[src/rtl/pc_update_unit.sv]
// PC register stage: conditional branch write, EPC capture and exception-vector fetch FSM.
// Optional build macro PCU_ALIGN_CHK_EN turns a misaligned PC write into an internal code-3 exception.
module pc_update_unit #(
  parameter logic [31:0] RESET_PC = 32'h0000_0000,
  parameter logic [31:0] VEC_BASE = 32'd253,
  parameter int unsigned MEM_LAT  = 1
) (
  input  logic        clk,
  input  logic        reset,
  input  logic [31:0] pc_next,
  input  logic        pc_write,
  input  logic        pc_write_cond,
  input  logic [1:0]  branch_op,
  input  logic        alu_zero,
  input  logic        alu_gt,
  input  logic        exc_req,
  input  logic [1:0]  exc_code,
  input  logic [7:0]  mem_rdata,
  output logic [31:0] pc,
  output logic [31:0] epc,
  output logic [31:0] vec_addr,
  output logic        vec_rd,
  output logic        busy,
  output logic        exc_done,
  output logic [1:0]  state_dbg
);

  typedef enum logic [1:0] {
    RUN      = 2'd0,
    VEC_REQ  = 2'd1,
    VEC_WAIT = 2'd2,
    VEC_LOAD = 2'd3
  } state_t;

  localparam logic [2:0] WAIT_INIT = 3'(MEM_LAT - 1);

  state_t      state, state_nxt;
  logic [2:0]  cnt, cnt_nxt;
  logic        cond;
  logic        take;
  logic        exc_go;
  logic        pc_load;
  logic [1:0]  exc_sel;

  always_comb begin
    cond = 1'b0;
    case (branch_op)
      2'b00:   cond = alu_zero;
      2'b01:   cond = ~alu_zero;
      2'b10:   cond = alu_zero | ~alu_gt;
      default: cond = alu_gt & ~alu_zero;
    endcase
  end

  assign take = pc_write | (pc_write_cond & cond);

`ifdef PCU_ALIGN_CHK_EN
  logic misalign;
  assign misalign = take & (pc_next[1:0] != 2'b00);
  assign exc_go   = exc_req | misalign;
  assign exc_sel  = exc_req ? exc_code : 2'd3;
  assign pc_load  = take & ~misalign;
`else
  assign exc_go   = exc_req;
  assign exc_sel  = exc_code;
  assign pc_load  = take;
`endif

  // Vector fetch protocol: vec_rd is a one-cycle strobe with no handshake back;
  // mem_rdata is assumed valid exactly MEM_LAT cycles later, which is the VEC_LOAD cycle.
  always_comb begin
    state_nxt = state;
    cnt_nxt   = cnt;
    case (state)
      RUN: begin
        if (exc_go) state_nxt = VEC_REQ;
      end
      VEC_REQ: begin
        if (MEM_LAT > 1) begin
          state_nxt = VEC_WAIT;
          cnt_nxt   = WAIT_INIT;
        end else begin
          state_nxt = VEC_LOAD;
        end
      end
      VEC_WAIT: begin
        if (cnt <= 3'd1) begin
          state_nxt = VEC_LOAD;
          cnt_nxt   = 3'd0;
        end else begin
          cnt_nxt = cnt - 3'd1;
        end
      end
      VEC_LOAD: state_nxt = RUN;
      default:  state_nxt = RUN;
    endcase
  end

  always_ff @(posedge clk or negedge reset) begin
    if (!reset) begin
      state    <= RUN;
      cnt      <= 3'd0;
      pc       <= RESET_PC;
      epc      <= 32'd0;
      vec_addr <= 32'd0;
    end else begin
      state <= state_nxt;
      cnt   <= cnt_nxt;
      case (state)
        RUN: begin
          // Exception wins over a same-cycle PC write; the PC holds until the handler loads.
          if (exc_go) begin
            epc      <= pc - 32'd4;
            vec_addr <= VEC_BASE + {30'd0, exc_sel};
          end else if (pc_load) begin
            pc <= pc_next;
          end
        end
        VEC_LOAD: begin
          pc       <= {24'd0, mem_rdata};
          vec_addr <= 32'd0;
        end
        default: ;
      endcase
    end
  end

  assign vec_rd    = (state == VEC_REQ);
  assign busy      = (state != RUN);
  assign exc_done  = (state == VEC_LOAD);
  assign state_dbg = state;

endmodule
[config.mk]
export PLATFORM = sky130hd
export DESIGN_NAME = pc_update_unit
export DESIGN_NICKNAME = d
export VERILOG_FILES = /design/src/rtl/pc_update_unit.sv
export SDC_FILE = /design/constraint.sdc
export NUM_CORES = 1
export LEC_CHECK = 0
export CORE_ASPECT_RATIO = 1.5
export CORE_UTILIZATION = 38
export CTS_BUF_LIST = sky130_fd_sc_hd__clkbuf_8
export DETAILED_ROUTE_END_ITERATION = 10
export PLACE_DENSITY_LB_ADDON = 0.3
export SYNTH_ARGS = -nofsm -noshare
export SYNTH_HDL_FRONTEND = slang
export SYNTH_SLANG_ARGS = --single-unit
[constraint.sdc]
create_clock -name clk -period 2.5 [get_ports clk]
set_input_delay 0.375 -clock clk [delete_from_list [all_inputs] [get_ports clk]]
set_output_delay 0.375 -clock clk [all_outputs]
set_load 0.01 [all_outputs]
Yosys cells after proc, flatten, opt, wreduce, memory -nomap -nowiden
Cells that the tools add are included.
- flip-flop bits (word level): 101
- logic and storage cells: 42
- output and inout bits: 101
- input port bits: 51
- add/sub/neg operators: 3
- reduce and logical (&&, ||, !) cells: 8
- order comparisons: 1
- muxes and demuxes: 10
- bitwise gates (word level): 6
- equality and inequality tests: 9
- operators with widths (cell ; count):
    32-bit case mux with 2 select lines ; 2
    32-bit two-way mux ; 3
    32-bit by 3-bit subtractor with 32-bit output, second input constant ; 1
    8-bit by 2-bit adder with 9-bit output, first input constant ; 1
    2-bit != test, second input constant ; 4
    2-bit case mux with 4 select lines ; 1
    2-bit == test, second input constant ; 3
    2-bit AND reduction ; 3
    2-bit by 1-bit == test with 1-bit output, second input constant ; 2
    2-bit logical NOT ; 2
    2-bit two-way mux ; 2
    2-bit nonzero test ; 2
    3-bit by 1-bit <= comparator with 1-bit output, second input constant ; 1
    3-bit two-way mux ; 1
    1-bit case mux with 3 select lines ; 1
    3-bit AND reduction ; 1
    3-bit by 1-bit subtractor with 3-bit output, second input constant ; 1
    1-bit bitwise AND ; 2
    1-bit NOT ; 2
    1-bit bitwise OR ; 2

Depth between registers and ports, before layout
Gate-level depths: netlist of run 1.
- depth in word-level cells: 8
- mapped depth: 9
- depth with buffers taken out: 7

Worst setup path before layout of run 1
Ideal clock, no wire load.
- path kind: register to register
- start: reg state[0], in the netlist state_dbg[0]
- end: reg pc[11]
- arrival time: 1.971 ns
- path slack: 0.463 ns
- setup time: 0.066 ns
- stages on the path, launching flop included: 10
- cell sequence: dfrtp_1 > inv_1 > ha_1 > clkbuf_1 > nor2b_1 > o311ai_0 > o32ai_1 > clkbuf_1 > buf_2 > a22o_1
- longest elaborated chain between the ends: 3
- ends and longest elaborated chain (what ; line ; text):
    start: declaration ; 37 ; state_t state, state_nxt;
    start signal: assignment ; 107 ; state <= state_nxt;
    2-bit logical NOT or 2-bit == test (tied branches) ; 109 ; case (state)
    2-bit != test (no line) or 2-bit nonzero test (tied branches) ; -- ;
    3-bit AND reduction (no line) ; -- ;
    end signal: assignment ; 116 ; pc <= pc_next;
    end signal: assignment ; 120 ; pc <= {24'd0, mem_rdata};
    end: declaration ; 19 ; output logic [31:0] pc,
Parallel ways exist; a longest one is shown, timed or not.
A chain may end at the register's enable or synchronous reset.

Final worst setup path of run 1
- start: reg state[0], in the netlist state_dbg[0]
- end: out busy
- longest elaborated chain between the ends: 1
- ends and longest elaborated chain (what ; line ; text):
    2-bit nonzero test ; 129 ; assign busy = (state != RUN);
    end: declaration ; 23 ; output logic busy,
No other way between the ends.

==> impl_results.md, run 1 <==
* Maximum clock rate at 439 MHz
* Final worst path period share at 0.912
* Placer congestion estimate at 0.830
* Synthesized cell area at 0.00382 sq mm
* CP Buf/Inv Count at 3
* Measured slew at the worst slew-check pin at approximately 0.91 ns
* Worst Setup SP: state_dbg[0]
* Initial antenna violation count at 0
* Max Cap Viol at 0
* Top Family by Delay on Critical Path: buffers and inverters
* Hold WS at 0.128 ns
* Drt first pass iters at 7
* Clock sink count at between 70 and 80
* Core area at 0.00974 sq mm
* FP Rows at 44
* CTS tree: built
* Most frequent cells in the layout: clkdlybuf4s50_1 (127), dfrtp_1 (73), nand2_1 (33)
* Status: finished, violations left
* Setup TNS at 0 ns
* Launching point of the worst reg2reg path: pc[2]
* CP max FO at 9
* Power per cell area at 1170 mW/mm^2
* IO Count at 152
* Largest net degree at the start of global routing at 74
* Vias in the first global route at 3142
* CTS Buf Count at 9
* Bufs on Longest Clock Path at 2
* Die ar. at 0.0105 sq mm
* Via count at roughly 3100
* Seq/Total Area, Yosys at 0.478
* #FFs+latches synth at 73
* Final Hold Vio Count at 0
* Final WS setup at 0.221 ns
* Post-route ant nets at 0
* Violated checks: DRC
* EDFF count, synth at 0
* Starting Density at 0.392
* Root Driver: clkbuf_8
* Commonest non-fill, non-tap cell in the layout: clkdlybuf4s50_1
* Synth Flop Type: dfrtp_1
* Initial DRC count at 140
* Final setup fails at 0
* CTS Hold Buffers Added at 0
* Startpoint types: flop
* Syn Area/Cell at 10.5 sq um
* Dpl ws at 0.217 ns
* Drt drc at 20
* Pleak at 2.30 nW
* GRT overflow at 0
* Routed len/inst at 16.0 um
* Via/cell ratio at 5.17
* Die X at 83.9 um
* VDD IR max at 504 uV
* Crit path kind: flop to primary output
* Skew final at 0.00693 ns
* Area Growth Syn to Fin at 39.7%
* Nets at approximately 550
* Clock-pin slew on the worst setup and hold paths at 0.07 ns
* RSZ-0062 raised after global routing: false
* Share of layout cells above drive strength 1 at 0.0996
* Slowest CP cell: clkdlybuf4s50_1
* Share of flip-flops with an asynchronous set or reset at 1.00
* Crit end category: primary output
* Routed WL at 9690 um
* Hold Path Class: primary input to asynchronous set/reset pin
* First-pass GRT wire length at 15800 um
* Post-CTS setup buffer count at 0
* H-tree depth at 3
* Total of warnings raised by yosys at 0
* Clock Latency Late Sink at 0.35 ns
* CP max stage delay at slightly above 0.5 ns
* Hpwl dp at about 7200 um
* Max Slew Vio Count at 0
* Netlist cell types at 49
* # diodes at 0
* Cells along the critical path: inv_1 > ha_2 > clkinv_2 > clkdlybuf4s50_1
* R2r worst-path depth at 7
* Worst endpoint required time at 2.12 ns
* All-Layer GR Usage at 0.194
* CP arrival at 1.90 ns
* Die height at approximately 120 um
* Mapped Cells at 363
* R2r endpoint: epc[26]
* Final Critical Period at 2.28 ns
* Worst slew margin at 0.397
* R2R Setup Slk at 0.29 ns
* PortBufs at around 130
## worst reg2reg max path, stage by stage, from the launching register on
cell     delay, ns
dfrtp_1       0.44
inv_1         0.08
ha_1          0.18
or3b_2        0.50
nor3_2        0.43
nand4_1       0.19
xor2_1        0.18
o21ai_1       0.08
## synth_stat cells, types with 6 or more instances
cell type   n  share of area
dfrtp_1    73           0.48
nand2_1    34          0.033
buf_4      28          0.055
a22o_1     26          0.060
o21ai_0    20          0.026
xnor2_1    17          0.039
nor2_1     15          0.015
clkbuf_1   14          0.014
o21ai_1    12          0.016
ha_1        9          0.029
inv_1       9         0.0088
xor2_1      8          0.018
nor2b_1     7          0.011
nor3_1      7         0.0092
and2_1      6         0.0098
nor4_1      6         0.0098
## routing by layer
metal  wire length, um  track usage  up-vias
li1                  -            -     1489
met1              3830        0.217     1522
met2              5060        0.342      106
met3               545       0.0424       19
met4               263        0.100        0
met5                 0            0        -
## state kept, by name (all words and copies together), names as in the netlist
register / flops
cnt: 3
epc: 32
pc: 32
state_dbg: 2
vec_addr: 4
## logic make-up after synthesis
logic type               after synthesis  share of synthesized area
buffers and inverters                 55                     0.0825
other                                  1                   0.000981
AO/OA/AOI/OAI                         89                      0.168
multiplexers                           9                     0.0252
XOR/XNOR                              25                     0.0573
flip-flops                            73                      0.478
AND/OR/NAND/NOR                      102                      0.159
adder cells (fa/ha/maj)                9                     0.0295
## area by class of cell
| class | count | area (sq um) |
|---|---|---|
| Clock buffer | 10 | 138 |
| Multi-Input combinational cell | 257 | 1790 |
| Tap cell | 115 | 144 |
| Inverter | 10 | 38.8 |
| Timing Repair Buffer | 136 | 1350 |
| Sequential cell | 73 | 1830 |
| Clock inverter | 6 | 51.3 |
| Fill cell | 878 | 4400 |
## metrics by stage
stage | power, mW | cells | cell area (sq um) | util
2_1_floorplan | 3.87 | 385 | 3910 | -
3_3_place_gp | 5.31 | 591 | 5150 | 0.528
3_5_place_dp | 5.38 | 591 | 5150 | 0.528
4_1_cts | 6.29 | 607 | 5340 | 0.548
5_1_grt | 6.66 | 607 | 5340 | 0.548
6_report | 6.24 | 607 | 5340 | 0.548
## report_power, final
part	internal, mW	leakage, nW	switching (mW)
Combinational	1.75	1.21	1.54
Sequential	1.59	0.973	0.455
Clock	0.474	0.110	0.422
Total	3.82	2.30	2.42
## worst max-delay path by stage
stage	end	slack, ns	cells after the start
floorplan	pc[11]	0.46	9
global placement	pc[7]	0.28	6
detailed placement	pc[28]	0.22	6
CTS	busy	0.05	4
global route	epc[28]	0.10	7
finish	busy	0.22	4
## repair_timing
| action | CTS | global route |
|---|---|---|
| endpoints found under the setup margin | 1 | 1 |
| pin swaps | 0 | 0 |
| gates resized for setup | 1 | 1 |
Power figures use the tool's default switching activity.
==> run 2: changes to the inputs <==
CELL_PAD_IN_SITES_DETAIL_PLACEMENT = 0   (was unset)
CELL_PAD_IN_SITES_GLOBAL_PLACEMENT = 2   (was unset)
CORE_UTILIZATION = 27   (was 38)
==> impl_results.md, run 2 (synthesis results as in run 1) <==
* Drt drc at 0 (-100%)
* Die height at 148 um (+18%)
* Routed len/inst at 16.3 um (+2.2%)
* Post-route ant nets at 0 (unchanged)
* Status: finished, violations left
* Share of layout cells above drive strength 1 at 0.111 (+0.0111)
* Utilization after layout at 0.404 (-0.144)
* Fill count at 1393 (+59%)
* Setup TNS at 0 ns (unchanged)
* RSZ-0062 raised after global routing: false
* Initial DRC count at 77 (-45%)
* CTS Buf Count at 9 (unchanged)
* Starting Density at 0.280 (-0.113)
* H-tree depth at 3 (unchanged)
* Most frequent cells in the layout: clkdlybuf4s50_1 (127), dfrtp_1 (73), nand2_1 (33)
* Launching point of the worst reg2reg path: pc[2]
* Via count at 3098 (-1.2%)
* Maximum clock rate at 425 MHz (-3.2%)
* Top Registers: epc: 32 flops, pc: 32 flops, vec_addr: 4 flops
* Vias in the first global route at 3176 (+1.1%)
* R2r worst-path depth at 8 (+1)
* FP Rows at 52 (+18%)
* Crit path kind: flop to primary output
* First-pass GRT wire length at 17000 um (+7.9%)
* Max Slew Vio Count at 0 (unchanged)
* Routed WL at 10800 um (+11%)
* CTS tree: built
* Clock-pin slew on the worst setup and hold paths at 0.08 ns (about the same)
* Violated checks: hold timing
* Hold Path Class: primary input to asynchronous set/reset pin
* Startpoint types: flop
* Resized cells post-CTS at 0 (-1)
* Die ar. at 0.0147 sq mm (+40%)
* Max Cap Viol at 0 (unchanged)
* Worst endpoint required time at 2.12 ns (about the same)
* Final setup fails at 0 (unchanged)
* Post-CTS setup buffer count at 0 (unchanged)
* Hpwl dp at 8150 um (+13%)
* Final Hold Vio Count at 5 (+5)
* Area Growth Syn to Fin at 44.2%
* # diodes at 0 (unchanged)
* Bufs on Longest Clock Path at 2 (unchanged)
* CP max FO at 8 (-1)
* Power per cell area at 1190 mW/mm^2 (+1.6%)
* VDD IR max at 541 uV (+7.3%)
* CTS Hold Buffers Added at 0 (unchanged)
* Final Critical Period at 2.35 ns (+0.0753 ns)
* Pleak at 2.34 nW (+2.1%)
* All-Layer GR Usage at 0.154 (-0.0403)
* CP arrival at 1.98 ns (+0.08 ns)
* Final worst path period share at 0.942 (+0.0301)
* PortBufs at 128 (unchanged)
* Nets at 554 (+1.3%)
* GRT overflow at 0 (unchanged)
* Initial antenna violation count at 0 (unchanged)
* Commonest non-fill, non-tap cell in the layout: clkdlybuf4s50_1
* Hold WS at -0.00842 ns (-0.137 ns)
* Crit end category: primary output
* Area of the multi-input gates at 0.00179 sq mm (-0.14%)
* Root Driver: clkbuf_8
* IO Count at 152 (unchanged)
* Skew final at 0.0119 ns (+0.00496 ns)
* Via/cell ratio at 4.70 (-9.0%)
* Core area at 0.0137 sq mm (+40%)
* Dpl ws at 0.182 ns (-0.0350 ns)
* Worst slew margin at 0.583 (+0.187)
* Register area at 0.00183 sq mm (unchanged)
* Drt first pass iters at 4 (-3)
* Clock sink count at 73 (unchanged)
* Placer congestion estimate at 0.744 (-10%)
* Worst Setup SP: state_dbg[0]
* Clock Latency Late Sink at 0.36 ns (about the same)
* Die X at 99.2 um (+18%)
* Final Power at 6.54 mW (+4.9%)
* Largest net degree at the start of global routing at 42 (-43%)
* Measured slew at the worst slew-check pin at 0.617 ns (-0.288 ns)
* Final WS setup at 0.146 ns (-0.0753 ns)
-- run 2: cell count changes in the layout (fill, tap and decap cells not counted), sizes merged --
cell	change
clkinv	-1
clkbuf	-1
clkinvlp	+1
buf	+7
bufinv	+2
inv	-3
-- run 2: area by class of cell --
class                      instances  area share
inverter                          10     0.00681
tap                              162      0.0368
clock buffer                       9      0.0225
sequential                        73       0.331
timing repair buffer             143       0.259
multi-input combinational        257       0.324
clock inverter                     5      0.0193
-- run 2: critical path, stage by stage (launching register included) --
cell and delay (ns):
dfrtp_1 0.44, inv_1 0.12, ha_1 0.24, clkinv_1 0.26, clkdlybuf4s50_1 0.56
-- run 2: where the power goes --
group	leakage [nW]	switching (mW)	internal [mW]	total (mW)
registers	0.973	0.468	1.59	2.06
logic	1.26	1.56	1.81	3.37
clock network	0.111	0.462	0.654	1.12
total	2.34	2.49	4.06	6.54
-- run 2: final timing paths --
kind	endpoint	slack, ns
max in group asynchronous	epc[29]	1.89
worst max-delay path	busy	0.15
worst min-delay path	vec_addr[1]	-0.008
min in group clk	epc[17]	0.48
worst min register to register	epc[17]	0.48
worst max register to register	epc[16]	0.38
-- run 2: through the flow --
stage | cells | area [sq um] | hold WS [ns]
2_1_floorplan | 385 | 3910 | 0.0794
5_1_grt | 659 | 5520 | 0.0225
3_3_place_gp | 645 | 5290 | 0.402
3_5_place_dp | 645 | 5290 | 0.410
4_1_cts | 659 | 5520 | 0.0101
6_report | 659 | 5520 | -0.00842
-- run 2: routing by layer --
metal	wire length [um]	share of wire	track usage
met1	4340	0.40	0.177
met2	5430	0.50	0.264
met3	742	0.069	0.0388
met4	242	0.022	0.0765
met5	0	0	0
==> variant 1: new RTL, flow settings as in run 1 <==
Add an input register stage for `mem_rdata`; this delays it by one clock. The other inputs are not delayed to match. Comments in the files are not updated.
--- a/src/rtl/pc_update_unit.sv
+++ b/src/rtl/pc_update_unit.sv
@@ -34,4 +34,10 @@
 
   localparam logic [2:0] WAIT_INIT = 3'(MEM_LAT - 1);
+
+  logic [7:0] mem_rdata_q;
+
+  always_ff @(posedge clk) begin
+    mem_rdata_q <= mem_rdata;
+  end
 
   state_t      state, state_nxt;
@@ -118,5 +124,5 @@
         end
         VEC_LOAD: begin
-          pc       <= {24'd0, mem_rdata};
+          pc       <= {24'd0, mem_rdata_q};
           vec_addr <= 32'd0;
         end
Formal check against the unedited RTL: not equivalent (Yosys sat finds a counterexample within 4 cycles, from zero or initial values and one cycle with reset low).
==> variant 1 against run 1 <==
- sequential power increased by 5%
- total power increased by 5.2%
- clock skew increased by 0.0073 ns
- non-clock buffer count increased by 14
- maximum frequency decreased by 3.4%
- utilization increased by 0.51 points
- area after synthesis increased by 3.1%
- setup slack got worse by 0.080 ns
- sequential cell count increased by 8
- wire length increased by 1.9%
- clock power increased by 16%
- cell count increased by 6.6%
- cell area increased by 5.0%
- largest cell class unchanged
==> variant 1: results <==
export IMPL_whs_ns=0.147
export IMPL_synthMuxAreaShare_pct=1.11
export IMPL_synth_distinct_cells=47
export IMPL_post_route_drc_count=0
export IMPL_grt_pass1_vias=3414
export IMPL_dp_hpwl_um=7240
export IMPL_r2r_slack_ns=0.14
export IMPL_synth_adder_area_share_pct=2.86
export IMPL_largest_registers="epc: 32 flops, pc: 32 flops, mem_rdata_q: 8 flops"
export IMPL_drtPass1Iterations=4
export IMPL_fillers=899
export IMPL_grt_total_usage_pct=19.4
export IMPL_status="completed"
export IMPL_p_leak_nw=2.44
export IMPL_wl_per_cell_um=15.3
export IMPL_worst_pin_slew_ns=0.913
export IMPL_netlist_top_cells_count="73 x dfrtp_1, 37 x nand2_1, 36 x o21ai_0"
export IMPL_switching_power_mw=2.43
export IMPL_seq_area_frac_synth_pct=50.4
export IMPL_crit_slowest_cell="or4_4"
export IMPL_r2r_cells=5
export IMPL_arrival_ns=2.60
export IMPL_drtIter0Drc=186
export IMPL_cts_resized_gates=0
export IMPL_synth_xor_area_share_pct=5.55
[variant 1: changes by cell type after synthesis, sizes merged, moves of 4 or more]
cell,change
dfxtp,+8
a21oi,+7
a221o,-6
and2,-5
nor2,+5
xnor2,-5
xor2,+5
nand2b,+4
nor3,-4
o21ai,+4
o221a,+4
[variant 1: cell type report]
class	count	share of cell area, %
flip-flops and latches	81	35.4
inverters	11	0.736
repair buffers	150	26.4
clock buffers	10	2.45
multi-input cells	272	30.9
well taps	117	2.61
clock inverters	6	1.41
[variant 1: worst max path at each step]
stage	slack (ns)	from	endpoint	depth (start not counted)
floorplan	0.13	pc[2]	epc[24]	7
global placement	0.18	pc[13]	epc[24]	5
detailed placement	0.14	pc[13]	epc[24]	5
CTS	0.08	state_dbg[0]	busy	4
global route	0.03	pc[2]	epc[12]	8
finish	0.14	pc[13]	epc[24]	5
[variant 1: stage by stage]
| step | worst slack [ns] | std cells |
|---|---|---|
| after floorplan | 0.129 | 408 |
| after global placement | 0.175 | 631 |
| after detailed placement | 0.140 | 631 |
| after CTS | 0.0807 | 647 |
| after global routing | 0.0260 | 647 |
| final | 0.141 | 647 |
[variant 1: layer usage]
layer  GRT usage, %  wire length, um  vias to the layer above
met5              0                0                        -
met4           10.5              299                        0
met3           4.94              580                       18
met2           31.9             5000                      115
met1           23.1             4010                     1564
li1               -                -                     1600
[variant 1: kinds of logic after synthesis]
kind of cell               count (synthesis)
buffers and inverters                     55
other                                      1
adders and majority gates                  9
DFF                                       81
AOI/OAI and AO/OA                         99
xor gates and xnor gates                  25
and+or+nand+nor                          112
muxes                                      4
[variant 1: worst register-to-register path: stages, from the launching register on]
cell and delay (ns):
dfrtp_1 0.42, or4_4 0.59, or4_4 0.58, or4_4 0.43
xor2_1 0.18, o21ai_2 0.06
==> variant 2: new RTL, settings of run 1 <==
Made on the original files. Build with the macro `PCU_ALIGN_CHK_EN` defined.
--- a/src/rtl/pc_update_unit.sv
+++ b/src/rtl/pc_update_unit.sv
@@ -1,4 +1,6 @@
 // PC register stage: conditional branch write, EPC capture and exception-vector fetch FSM.
 // Optional build macro PCU_ALIGN_CHK_EN turns a misaligned PC write into an internal code-3 exception.
+`define PCU_ALIGN_CHK_EN
+
 module pc_update_unit #(
   parameter logic [31:0] RESET_PC = 32'h0000_0000,
Function: changed (Yosys sat finds a counterexample within 4 cycles, from zero or initial values and one cycle with reset low).
==> variant 2 against run 1 <==
- the flow finishes with violations (negative hold slack)
- cell count grew 9.4%
- cell area grew 4.3%
- highest routed layer unchanged
- first-iteration DRC count grew 47%
- wire length grew 4.0%
- area after synthesis grew 3.9%
- worst hold slack lost 0.14 ns
- setup slack lost 0.024 ns
- total power grew 14%
- largest cell class unchanged
- non-clock buffer count grew 7
- sequential cell count is the same
==> variant 2: results <==
export IMPL_nets=602
export IMPL_synth_distinct_cells=42
export IMPL_synth_xor_area_share_pct=5.95
export IMPL_synth_compound_area_share_pct=11.9
export IMPL_cts_resized_gates=0
export IMPL_routed_wl_um=10100
export IMPL_dp_slack_ns=0.0244
export IMPL_hold_violations=7
export IMPL_drive_gt1_share_pct=10.2
export IMPL_grt_total_usage_pct=19.9
export IMPL_worst_pin_slew_ns=0.595
export IMPL_drtPass1Iterations=4
export IMPL_worst_slack_ns=0.197
export IMPL_clk_path_buf_depth=2
export IMPL_arrival_ns=1.93
export IMPL_whs_ns=-0.0133
export IMPL_path_max_fanout=8
export IMPL_ir_drop_mv=0.563
export IMPL_wl_per_cell_um=15.2
export IMPL_synthMuxAreaShare_pct=5.76
export IMPL_grt_pass1_vias=3312
export IMPL_cpPeakStageDelay_ns=0.54
export IMPL_dp_cells=648
export IMPL_viasPerCell=5.06
export IMPL_r2r_cells=5
export IMPL_grt_max_degree=41
export IMPL_dp_hpwl_um=7610
export IMPL_fillers=937
export IMPL_clk_latency_ns=0.36
export IMPL_netlist_top_cells_count="73 x dfrtp_1, 67 x nand2_1, 32 x inv_1"
export IMPL_postCtsSetupRepairBufs=0
export IMPL_grt_first_pass_wirelength_um=16700
export IMPL_status="finished with violations"
export IMPL_gp_congestion=0.786
export IMPL_synth_area_leaders="dfrtp_1 46%, nand2_1 6.3%, buf_4 5.3%, o32ai_1 5.3%, xnor2_1 4.4%"
export IMPL_synth_adder_area_share_pct=2.83
export IMPL_violations="negative hold slack"
export IMPL_seq_area_frac_synth_pct=46.0
export IMPL_finalClockSkew_ns=0.00752
export IMPL_drtIter0Drc=206
-- variant 2: per-layer routing --
metal | part of all wire (%) | wire, um | global-route usage (%)
met1 | 39 | 3920 | 23.1
met5 | 0 | 0 | 0
met4 | 2.7 | 271 | 9.51
met3 | 4.2 | 424 | 3.10
met2 | 54 | 5470 | 35.4
-- variant 2: cells by family after synthesis --
kind of cell / after synthesis
other: 1
XOR/XNOR: 27
adder cells (fa/ha/maj): 9
AND/OR/NAND/NOR: 136
flip-flops: 73
AO/OA/AOI/OAI: 67
multiplexers: 21
buffers and inverters: 80
-- variant 2: layout make-up --
type / count / area (sq um) / area share, %
clock inverter: 6 / 105 / 1.89
sequential: 73 / 1830 / 32.8
inverter: 32 / 120 / 2.16
multi-input combinational: 283 / 1820 / 32.6
timing repair buffer: 143 / 1420 / 25.4
tap: 117 / 146 / 2.63
clock buffer: 10 / 138 / 2.47
-- variant 2: path summary, 6_finish.rpt --
| check | from | end |
|---|---|---|
| setup / recovery | state_dbg[1] | busy |
| hold / removal | reset | pc[23] |
| setup reg to reg | pc[13] | epc[21] |
| hold reg to reg | epc[14] | epc[14] |
| max in group asynchronous | reset | epc[26] |
| min in group clk | epc[14] | epc[14] |
-- variant 2: report_power, final --
group	switching (mW)	internal, mW
sequential	0.549	1.71
clock	0.438	0.685
combinational	1.76	1.95
total	2.74	4.35
